===== src/rtl/vfu_mask_dispatch.sv =====
// vfu_mask_dispatch: routes vid-tagged mask words into per-FU FIFOs, one FIFO per functional unit
module vfu_mask_dispatch #(
   parameter int unsigned NrFUs         = 2,
   parameter int unsigned StrbWidth     = 8,
   parameter int unsigned VidWidth      = 3,
   parameter int unsigned FifoDepth     = 2,
   parameter int unsigned TimeoutCycles = 16
) (
   input  logic                           clk_i,
   input  logic                           rst_i,
   input  logic [StrbWidth-1:0]           mask_i,
   input  logic [VidWidth-1:0]            mask_vid_i,
   input  logic                           mask_valid_i,
   output logic                           mask_ready_o,
   input  logic [NrFUs-1:0]               fu_active_i,
   input  logic [NrFUs*VidWidth-1:0]      fu_vid_i,
   output logic [NrFUs*StrbWidth-1:0]     fu_mask_o,
   output logic [NrFUs-1:0]               fu_mask_valid_o,
   input  logic [NrFUs-1:0]               fu_mask_ready_i,
   output logic [NrFUs-1:0]               fifo_full_o,
   output logic                           conflict_o,
   output logic                           unmatched_o
);
   localparam int unsigned PtrW = $clog2(FifoDepth);
   localparam int unsigned WaitW = $clog2(TimeoutCycles + 1);
   localparam int unsigned TgtW = NrFUs > 1 ? $clog2(NrFUs) : 1;
   localparam int unsigned HitW = $clog2(NrFUs + 1);
   localparam logic [PtrW:0] FullCnt = (PtrW+1)'(FifoDepth);
   localparam logic [WaitW-1:0] WaitMax = WaitW'(TimeoutCycles);

   logic [StrbWidth-1:0] mem_q [NrFUs][FifoDepth];
   logic [PtrW-1:0]      rptr_q [NrFUs];
   logic [PtrW-1:0]      wptr_q [NrFUs];
   logic [PtrW:0]        cnt_q [NrFUs];
   logic [PtrW:0]        cnt_d [NrFUs];
   logic [WaitW-1:0]     wait_q, wait_d;
   logic                 conflict_q, unmatched_q;
   logic [NrFUs-1:0]     match, enq, deq;
   logic [TgtW-1:0]      target;
   logic [HitW-1:0]      hits;

   // Descending scan so the lowest matching index wins the routing
   always_comb begin
      match = '0;
      target = '0;
      hits = '0;
      for (int k = NrFUs - 1; k >= 0; k--) begin
         match[k] = fu_active_i[k] && fu_vid_i[k*VidWidth +: VidWidth] == mask_vid_i;
         if (match[k]) target = TgtW'(k);
         hits = hits + HitW'(match[k]);
      end
   end

   assign mask_ready_o = mask_valid_i && |match && !fifo_full_o[target];

   always_comb begin
      enq = '0;
      deq = '0;
      fu_mask_o = '0;
      fu_mask_valid_o = '0;
      fifo_full_o = '0;
      for (int k = 0; k < NrFUs; k++) begin
         fu_mask_valid_o[k] = cnt_q[k] != '0;
         fifo_full_o[k] = cnt_q[k] == FullCnt;
         fu_mask_o[k*StrbWidth +: StrbWidth] = fu_mask_valid_o[k] ? mem_q[k][rptr_q[k]] : '0;
         enq[k] = mask_ready_o && target == TgtW'(k);
         deq[k] = fu_mask_valid_o[k] && fu_mask_ready_i[k];
         cnt_d[k] = cnt_q[k] + (PtrW+1)'(enq[k]) - (PtrW+1)'(deq[k]);
      end
      wait_d = (mask_valid_i && !(|match)) ? (wait_q == WaitMax ? wait_q : wait_q + 1'b1) : '0;
   end

   always_ff @(posedge clk_i) begin
      if (rst_i) begin
         for (int k = 0; k < NrFUs; k++) begin
            rptr_q[k] <= '0;
            wptr_q[k] <= '0;
            cnt_q[k] <= '0;
         end
         wait_q <= '0;
         conflict_q <= 1'b0;
         unmatched_q <= 1'b0;
      end else begin
         for (int k = 0; k < NrFUs; k++) begin
            if (enq[k]) mem_q[k][wptr_q[k]] <= mask_i;
            if (enq[k]) wptr_q[k] <= wptr_q[k] + 1'b1;
            if (deq[k]) rptr_q[k] <= rptr_q[k] + 1'b1;
            cnt_q[k] <= cnt_d[k];
         end
         wait_q <= wait_d;
         conflict_q <= conflict_q | (mask_valid_i && hits > HitW'(1));
         unmatched_q <= unmatched_q | (wait_d == WaitMax);
      end
   end

   assign conflict_o = conflict_q;
   assign unmatched_o = unmatched_q;

`ifndef SYNTHESIS
   a_stable: assert property (@(posedge clk_i) disable iff (rst_i)
      (mask_valid_i && !mask_ready_o) |=> (!mask_valid_i || ($stable(mask_i) && $stable(mask_vid_i))));
`endif
endmodule


===== config.mk =====
export PLATFORM = sky130hd
export DESIGN_NAME = vfu_mask_dispatch
export DESIGN_NICKNAME = d
export VERILOG_FILES = /design/src/rtl/vfu_mask_dispatch.sv
export SDC_FILE = /design/constraint.sdc
export NUM_CORES = 1
export LEC_CHECK = 0
export BUFFER_PORTS_ARGS = -buffer_cell sky130_fd_sc_hd__buf_2
export CAP_MARGIN = 20
export CORE_MARGIN = 1
export CORE_UTILIZATION = 53
export DETAILED_ROUTE_END_ITERATION = 6
export GPL_ROUTABILITY_DRIVEN = 0
export PLACE_DENSITY = 0.82
export SYNTH_ARGS = -nofsm -noshare
export SYNTH_HDL_FRONTEND = slang
export SYNTH_SLANG_ARGS = --single-unit

===== constraint.sdc =====
create_clock -name clk_i -period 2.5 [get_ports clk_i]
set_clock_uncertainty 0.05 [all_clocks]
set_input_delay 0.125 -clock clk_i [delete_from_list [all_inputs] [get_ports clk_i]]
set_output_delay 0.125 -clock clk_i [all_outputs]
set_load 0.03 [all_outputs]

==> results of run 1 <==
-- worst max path at each step --
stage	slack [ns]	end	depth (start not counted)
floorplan	0.61	mem_q[0][16]	4
global placement	0.74	cnt_q[0][1]	8
detailed placement	0.73	cnt_q[0][1]	8
CTS	0.70	cnt_q[0][1]	8
global route	0.57	cnt_q[0][3]	8
finish	0.72	cnt_q[0][3]	8
-- layout make-up --
class,instances,area [um^2],share of cell area (%)
Multi-Input combinational cell,106,759,29.6
Sequential cell,47,1300,50.7
Inverter,13,48.8,1.90
Tap cell,48,60.1,2.34
Clock buffer,5,68.8,2.68
Timing Repair Buffer,52,280,10.9
Clock inverter,3,47.5,1.85
-- state kept, by name, indices dropped and copies added (netlist names) --
signal / count
rptr_q: 2
cnt_q: 4
wptr_q: 2
unmatched_o: 1
conflict_o: 1
wait_q: 5
mem_q: 32
-- timing repair --
action | in CTS | in global routing
setup endpoints to repair | 0 | 0
hold endpoints to repair | 4 | 2
hold buffers | 1 | 1
-- cells by family (layout without fill, tap and decap cells) --
| family | count (synthesis) | in the layout | synth area share, % |
|---|---|---|---|
| AOI/OAI and AO/OA | 15 | 15 | 4.98 |
| xor gates and xnor gates | 13 | 13 | 5.33 |
| adders and majority gates | 6 | 6 | 3.52 |
| buffers and inverters | 17 | 73 | 3.46 |
| DFF | 47 | 47 | 61.0 |
| muxes | 16 | 16 | 7.50 |
| and+or+nand+nor | 56 | 56 | 14.2 |
-- report_power, final --
group	total [uW]	leakage [uW]	switching, uW	internal, uW
Combinational	866	0.000637	574	292
Sequential	970	0.000419	78.7	891
Clock	562	0.0000587	259	303
Total	2400	0.00111	913	1490
-- Yosys cell counts, drive strengths merged, types with 3 or more instances --
library cell | count | area [um^2]
dfxtp | 11 | 220
a211oi | 3 | 22.5
mux2i | 16 | 160
nand2b | 6 | 37.5
ha | 6 | 75.1
nor2b | 6 | 37.5
o21ai | 3 | 15.0
nand2 | 3 | 11.3
inv | 13 | 48.8
edfxtp | 36 | 1080
xor2 | 4 | 35.0
nor3 | 4 | 31.3
xnor2 | 9 | 78.8
and2 | 3 | 18.8
nand3 | 3 | 15.0
buf | 3 | 21.3
nor2 | 22 | 82.6
-- worst max-delay path: cells and delay by family, from the launching register on --
kind                       cells  cell delay, ns
DFF                            1            0.35
and+or+nand+nor                1            0.06
buffers and inverters          2            0.12
AOI/OAI and AO/OA              1            0.30
xor gates and xnor gates       2            0.33
adders and majority gates      2            0.45
-- layer usage --
layer,vias up,track usage [%],part of all wire [%]
met1,629,22.1,45
met5,-,0,0
met2,45,30.9,48
li1,708,-,-
met4,0,6.52,1.6
met3,7,3.30,5.1
-- stage by stage --
step	setup slack [ns]	utilization, %	cells	hold WS [ns]	power [uW]
finish	0.723	68.0	274	0.00758	2400
global route	0.569	68.0	274	0.00640	2520
CTS	0.703	67.8	273	0.00339	2410
detailed placement	0.727	64.4	264	0.302	1850
global placement	0.737	64.4	264	0.301	1840
floorplan	0.610	-	170	0.147	1620
==> out/metrics.sh, run 1 <==
TIMING.CRITICAL_PATH.FROM_TYPE='flop'
GRT_USAGE_PCT=17.8
ROUTE.ANTENNA.REMAINING_NETS=0
MIN_PATH_CELLS=1
R2R-START='cnt_q[0][3]'
START_UTIL_PCT=56.6
POST_CTS_RESIZE_COUNT=0
CTS-BUFFERS-INSERTED=5
RSZ0062_AT_GRT='false'
AVGROUTEDWIREPERCELL_UM=12.8
FINAL_PERIOD_MINUS_WORST_SETUP_SLACK_NS=1.78
CP_DATA_ARRIVAL_TIME_NS=1.92
POST_ROUTE_CELLS_DRIVE_ABOVE_1_SHARE_PCT=27.9
FIN_TNS_SETUP_NS=0
TIMING_HOLD_VIOLATIONS_FINAL=0
WORST_SKEW_PAIR.LATE_LATENCY_NS=0.30
IR_DROP_mV=0.567
RR_WORST_DEPTH=8
PLACEMENT_ROWS=22
PERIOD_SHARE_PCT=71.1
DR.FIRST_ITER.DRC_COUNT=30
SYNTHFLOPTYPE='sky130_fd_sc_hd__edfxtp_1'
POST_SYNTH_EDFFS=36
FIN_AREA_UM2=2570
REG2REG_SLACK_NS=0.72
STATUS='completed'
H_TREE_LEVEL_COUNT=2
DRV_SLEW=0
MAX_SLEW_MARGIN_PCT=53.9
BUFFER_PORTS.INSERTED=46
WORST_CASE_CLOCK_BUFFER_DEPTH=2
IO_PINS=47
CRIT_CHAIN='o21ai_0 -> inv_1 -> ha_1 -> inv_1 -> ha_1 -> xor2_1 -> xnor2_1 -> nor2_1'
DRT_DRC_VIOLATIONS_LEFT=0
WORST_SETUP_HOLD_PATH_CLK_SLEW_NS=0.09
AVGSYNTHCELLAREA_UM2=12.6
MIN-DELAY-START='mask_i[4]'
SETUP-VIOLATIONS-FINAL=0
FIRST_PASS_GRT_WIRE_LENGTH_UM=5570
DIE-AREA_UM2=4290
START_TO_END_TYPE_OF_THE_WORST_SETUP_PATH='reg2reg'
GRT_PASS1_VIAS=1213
FMAX_MHz=563
DETAILROUTE.VIA_COUNT=1389
SYNTHESIS.NETS=200
FIRSTDRTPASSITERS=4
MAXCAPVIOLATIONS=0
SYN-CELL-AREA_UM2=2130
GRT_START_MAX_NET_PINS=17
NUM_ANTENNA_CELLS=0
LAYOUT_COMMON_CELLS='sky130_fd_sc_hd__buf_2 (46), sky130_fd_sc_hd__edfxtp_1 (36), sky130_fd_sc_hd__nor2_1 (22), sky130_fd_sc_hd__mux2i_1 (16), sky130_fd_sc_hd__inv_1 (13)'
SYN-INSTANCE-COUNT=170
HPWL_DP_UM=2530
CLKSINKCOUNT=47
CRIT_SLOWEST_CELL='sky130_fd_sc_hd__dfxtp_1'
AVGVIACOUNTPERCELL=5.07
CRITPATHMAXFANOUT=4
TIMING.HOLD.WORST_ENDPOINT='mem_q[0][20]'
TIGHTESTPINTRANSITION_NS=0.689
PLACEMENT.CELL_AREA_UM2=2430
SYNTH-SEQ-AREA-SHARE_PCT=61.0
ASYNCSETRESETFLOPFRACSYNTH_PCT=0
CP-END-KIND='flop'
AREA_GROWTH_SYN_TO_LAYOUT_PCT=20.2
CTS.REPAIR_TIMING.SETUP_BUFFER_COUNT=0
PLACEABLECOREAREA_UM2=3770
DIE_X_UM=65.5
LEAKAGE_COMPONENT_OF_THE_POWER_uW=0.00111
WORSTHOLDPATHTYPE='in2reg'
POSTSYNTHREGISTERBITS=47
CP-STARTPOINT='cnt_q[0][3]'
POWER_DENSITY_nW_PER_UM2=935
SYNTH_CELL_TYPES=35
GRT.OVERFLOW.TOTAL=0
CLOCKROOTBUFFER='sky130_fd_sc_hd__clkbuf_8'
YOSYS_WARNINGS=0
TRITONCTS='done'
REQUIRED_NS=2.65
NUM-FILL-CELLS=269
TIMING.CRITICAL_PATH.SLOWEST_CELL_DELAY_NS=0.35
LAYOUT_COMMONEST_CELL='sky130_fd_sc_hd__buf_2'
DIE_HEIGHT_UM=65.5
GRT_ANTENNA_BEFORE_REPAIR=0
R2R-END='cnt_q[0][3]'
POSTROUTEWIRELENGTH_UM=3500
FINAL_NET_COUNT=255
No activity file was read; power rests on OpenSTA's default activity.
==> run 2, diff against run 1 <==
Settings changed: ABC_AREA set to 1.
Clock period 2.5 ns to 1.8 ns, I/O delays scaled along.
==> run 2 against run 1 <==
Sequential share of layout area fell by 2.1 points. Total power rose by 29%. Cell count rose by 25%. First-iteration DRC count rose to 2.9 times the previous value. Highest routed layer unchanged. Via count rose by 18%. Synthesized cell count rose by 34%. Critical endpoint unchanged. Die area rose by 1.2%. Maximum frequency rose by 4.6%. Register-to-register slack got worse by 0.62 ns. Core utilization rose by 3.2 points.
==> out/metrics.sh, run 2 <==
BUFFER_PORTS.INSERTED=46  # unchanged
NETLIST_TOP_CELLS_AREA='sky130_fd_sc_hd__edfxtp_1 (50%), sky130_fd_sc_hd__dfxtp_1 (10%), sky130_fd_sc_hd__nand2_1 (9.9%), sky130_fd_sc_hd__inv_1 (5.2%), sky130_fd_sc_hd__nor2_1 (4.9%)'  # was sky130_fd_sc_hd__edfxtp_1 (51%), sky130_fd_sc_hd__dfxtp_1 (10%), sky130_fd_sc_hd__mux2i_1 (7.5%), sky130_fd_sc_hd__nor2_1 (3.9%), sky130_fd_sc_hd__xnor2_1 (3.7%)
GRT.OVERFLOW.TOTAL=0  # unchanged
PATH_DELAY_FAMILY='adder cells'  # unchanged
FIN_TNS_SETUP_NS=0  # unchanged
CTS.REPAIR_TIMING.SETUP_BUFFER_COUNT=0  # unchanged
POST_ROUTE_CELLS_DRIVE_ABOVE_1_SHARE_PCT=27.6  # was 27.9%
CP-STARTPOINT='cnt_q[0][3]'  # unchanged
SYNTH_CELL_TYPES=25  # was 35
FINAL_PERIOD_MINUS_WORST_SETUP_SLACK_NS=1.70  # was 1.78 ns
GRT_START_MAX_NET_PINS=15  # was 17
TIMING.CRITICAL_PATH.SLOWEST_CELL_DELAY_NS=0.36  # was 0.35 ns
CRIT_CHAIN='nor2_4 -> inv_2 -> nand2_1 -> inv_1 -> ha_1 -> inv_1 -> ha_1 -> xor2_1 -> o21ai_0 -> a21oi_1'  # was o21ai_0 -> inv_1 -> ha_1 -> inv_1 -> ha_1 -> xor2_1 -> xnor2_1 -> nor2_1
HPWL_DP_UM=2890  # was 2530 um
R2R-END='cnt_q[0][3]'  # unchanged
SYNTH.MOST_COMMON_CELL='sky130_fd_sc_hd__nand2_1'  # was sky130_fd_sc_hd__edfxtp_1
SYNTH_TOP_AREA_CELL='sky130_fd_sc_hd__edfxtp_1'  # unchanged
GRT_USAGE_PCT=20.4  # was 17.8%
FIRSTDRTPASSITERS=4  # unchanged
YOSYS_WARNINGS=0  # unchanged
TIMING_HOLD_VIOLATIONS_FINAL=0  # unchanged
LAYOUT_COMMON_CELLS='sky130_fd_sc_hd__nand2_1 (56), sky130_fd_sc_hd__buf_2 (46), sky130_fd_sc_hd__edfxtp_1 (36), sky130_fd_sc_hd__inv_1 (28), sky130_fd_sc_hd__nor2_1 (26)'  # was sky130_fd_sc_hd__buf_2 (46), sky130_fd_sc_hd__edfxtp_1 (36), sky130_fd_sc_hd__nor2_1 (22), sky130_fd_sc_hd__mux2i_1 (16), sky130_fd_sc_hd__inv_1 (13)
AVGSYNTHCELLAREA_UM2=9.52  # was 12.6 um^2
REQUIRED_NS=1.93  # was 2.65 ns
MIN_PATH_CELLS=2  # was 1
FLIP_FLOP_COUNT_OF_THE_LARGEST_REGISTER_AFTER_LAYOUT=32  # unchanged
SETUP-VIOLATIONS-FINAL=0  # unchanged
FIN_AREA_UM2=2690  # was 2570 um^2
AVGROUTEDWIREPERCELL_UM=11.6  # was 12.8 um
POWER_DENSITY_nW_PER_UM2=1150  # was 935 nW/um^2
DRV_SLEW=0  # unchanged
DIE_HEIGHT_UM=65.9  # was 65.5 um
DIE_X_UM=65.9  # was 65.5 um
AREA_GROWTH_SYN_TO_LAYOUT_PCT=24.3  # was 20.2%
CRITPATHMAXFANOUT=4  # unchanged
PLACEMENT_ROWS=22  # unchanged
REG2REG_SLACK_NS=0.10  # was 0.72 ns
PERIOD_SHARE_PCT=94.4  # was 71.1%
FINAL_NET_COUNT=323  # was 255
START_TO_END_TYPE_OF_THE_WORST_SETUP_PATH='reg2reg'  # unchanged
TRITONCTS='done'  # unchanged
R2R-START='cnt_q[0][3]'  # unchanged
GRT_PASS1_VIAS=1533  # was 1213
TIGHTESTPINTRANSITION_NS=0.277  # was 0.689 ns
POSTROUTEWIRELENGTH_UM=3950  # was 3500 um
FIRST_PASS_GRT_WIRE_LENGTH_UM=6400  # was 5570 um
GRT_ANTENNA_BEFORE_REPAIR=0  # unchanged
AVGVIACOUNTPERCELL=4.77  # was 5.07
DETAILROUTE.VIA_COUNT=1633  # was 1389
DR.FIRST_ITER.DRC_COUNT=88  # was 30
CLKSINKCOUNT=47  # unchanged
IR_DROP_mV=0.636  # was 0.567 mV
WORST_SETUP_HOLD_PATH_CLK_SLEW_NS=0.08  # was 0.09 ns
MULTI_INPUT_AREA_UM2=741  # was 759 um^2
CP_DATA_ARRIVAL_TIME_NS=1.83  # was 1.92 ns
TIMING.HOLD.WORST_ENDPOINT='unmatched_o'  # was mem_q[0][20]
PLACEABLECOREAREA_UM2=3770  # unchanged
MIN-DELAY-START='rst_i'  # was mask_i[4]
SYNTH-SEQ-AREA-SHARE_PCT=60.2  # was 61.0%
LEAKAGE_COMPONENT_OF_THE_POWER_uW=0.00123  # was 0.00111 uW
H_TREE_LEVEL_COUNT=2  # unchanged
WORSTHOLDPATHTYPE='in2reg'  # unchanged
MAX_SLEW_MARGIN_PCT=81.4  # was 53.9%
STATUS='completed'  # unchanged
FINAL-SEQ-AREA_UM2=1310  # was 1300 um^2
NUM-FILL-CELLS=278  # was 269
PLACEMENT.CELL_AREA_UM2=2510  # was 2430 um^2
SYNTHFLOPTYPE='sky130_fd_sc_hd__edfxtp_1'  # unchanged
START_UTIL_PCT=57.3  # was 56.6%
CRIT_SLOWEST_CELL='sky130_fd_sc_hd__dfxtp_1'  # unchanged
RSZ0062_AT_GRT='false'  # unchanged
ASYNCSETRESETFLOPFRACSYNTH_PCT=0  # unchanged
CLOCKROOTBUFFER='sky130_fd_sc_hd__clkbuf_8'  # unchanged
RR_WORST_DEPTH=10  # was 8
IO_PINS=47  # unchanged
WORST_SKEW_PAIR.LATE_LATENCY_NS=0.29  # was 0.30 ns
TIMING.CRITICAL_PATH.FROM_TYPE='flop'  # unchanged
SYNTH_LARGEST_TYPE_AREA_FRACTION_PCT=50.0  # was 50.6%
SYN-CELL-AREA_UM2=2160  # was 2130 um^2
CP-END-KIND='flop'  # unchanged
SYNTHESIS.NETS=257  # was 200
DRT_DRC_VIOLATIONS_LEFT=0  # unchanged
ROUTE.ANTENNA.REMAINING_NETS=0  # unchanged
CTS-BUFFERS-INSERTED=5  # unchanged
NUM_ANTENNA_CELLS=0  # unchanged
POSTSYNTHREGISTERBITS=47  # unchanged
DIE-AREA_UM2=4340  # was 4290 um^2
SYN-INSTANCE-COUNT=227  # was 170
POST_SYNTH_EDFFS=36  # unchanged
MAXCAPVIOLATIONS=0  # unchanged
LAYOUT_COMMONEST_CELL='sky130_fd_sc_hd__nand2_1'  # was sky130_fd_sc_hd__buf_2
WORST_CASE_CLOCK_BUFFER_DEPTH=2  # unchanged
FMAX_MHz=589  # was 563 MHz
SYNTHTOPCELLSBYCOUNT='sky130_fd_sc_hd__nand2_1 (57), sky130_fd_sc_hd__edfxtp_1 (36), sky130_fd_sc_hd__inv_1 (30), sky130_fd_sc_hd__nor2_1 (28), sky130_fd_sc_hd__a21oi_1 (20)'  # was sky130_fd_sc_hd__edfxtp_1 (36), sky130_fd_sc_hd__nor2_1 (22), sky130_fd_sc_hd__mux2i_1 (16), sky130_fd_sc_hd__inv_1 (13), sky130_fd_sc_hd__dfxtp_1 (11)
CRIT_BUF_INV=3  # was 2
[run 2: worst max path at each step]
stage,endpoint,depth (start not counted)
floorplan,cnt_q[0][1],11
global placement,cnt_q[0][3],10
detailed placement,cnt_q[0][3],10
CTS,cnt_q[0][3],10
global route,cnt_q[0][1],10
finish,cnt_q[0][3],10
[run 2: logic make-up (layout without fill, tap and decap cells)]
group           after synthesis  after routing  synth area share [%]
simple gates                103            103                  20.2
flops                        47             47                  60.2
buf+inv                      36            103                  6.31
compound gates               28             28                  7.01
xor+xnor                      7              7                  2.84
fa+ha+maj                     6              6                  3.47
[run 2: layout make-up]
cell class / instances / area share, %
flip-flops and latches: 47 / 48.6
multi-input cells: 144 / 27.6
repair buffers: 62 / 13.8
inverters: 33 / 4.61
clock buffers: 6 / 2.70
well taps: 48 / 2.24
clock inverters: 2 / 0.466
[run 2: per-stage QoR]
step | hold WS (ns) | instances | power, uW | setup slack, ns | util [%]
floorplan | 0.139 | 227 | 2120 | 0.0568 | -
global placement | 0.270 | 326 | 2470 | 0.153 | 66.7
global route | 0.0550 | 342 | 3290 | 0.0124 | 71.2
detailed placement | 0.275 | 326 | 2490 | 0.0994 | 66.7
CTS | 0.0406 | 342 | 3100 | 0.0823 | 71.0
finish | 0.0369 | 342 | 3090 | 0.101 | 71.2
[run 2: timing repair]
action                                  in CTS  in global routing
endpoints found under the setup margin       0                  1
resized for setup                            0                  5
hold buffers                                 8                  0
endpoints found under the hold margin       32                  0
[run 2: layer usage]
metal	wire, um	GRT usage (%)	share of wire (%)	vias to the layer above
li1	-	-	-	860
met1	1600	21.4	40	733
met2	2190	39.3	55	38
met3	142	5.34	3.6	2
met4	23	5.71	0.58	0
met5	0	0	0	-
[run 2: power by group]
part / switching (uW) / leakage, uW / internal, uW
combinational: 822 / 0.000770 / 371
clock: 324 / 0.0000412 / 271
sequential: 59.8 / 0.000420 / 1240
total: 1210 / 0.00123 / 1880
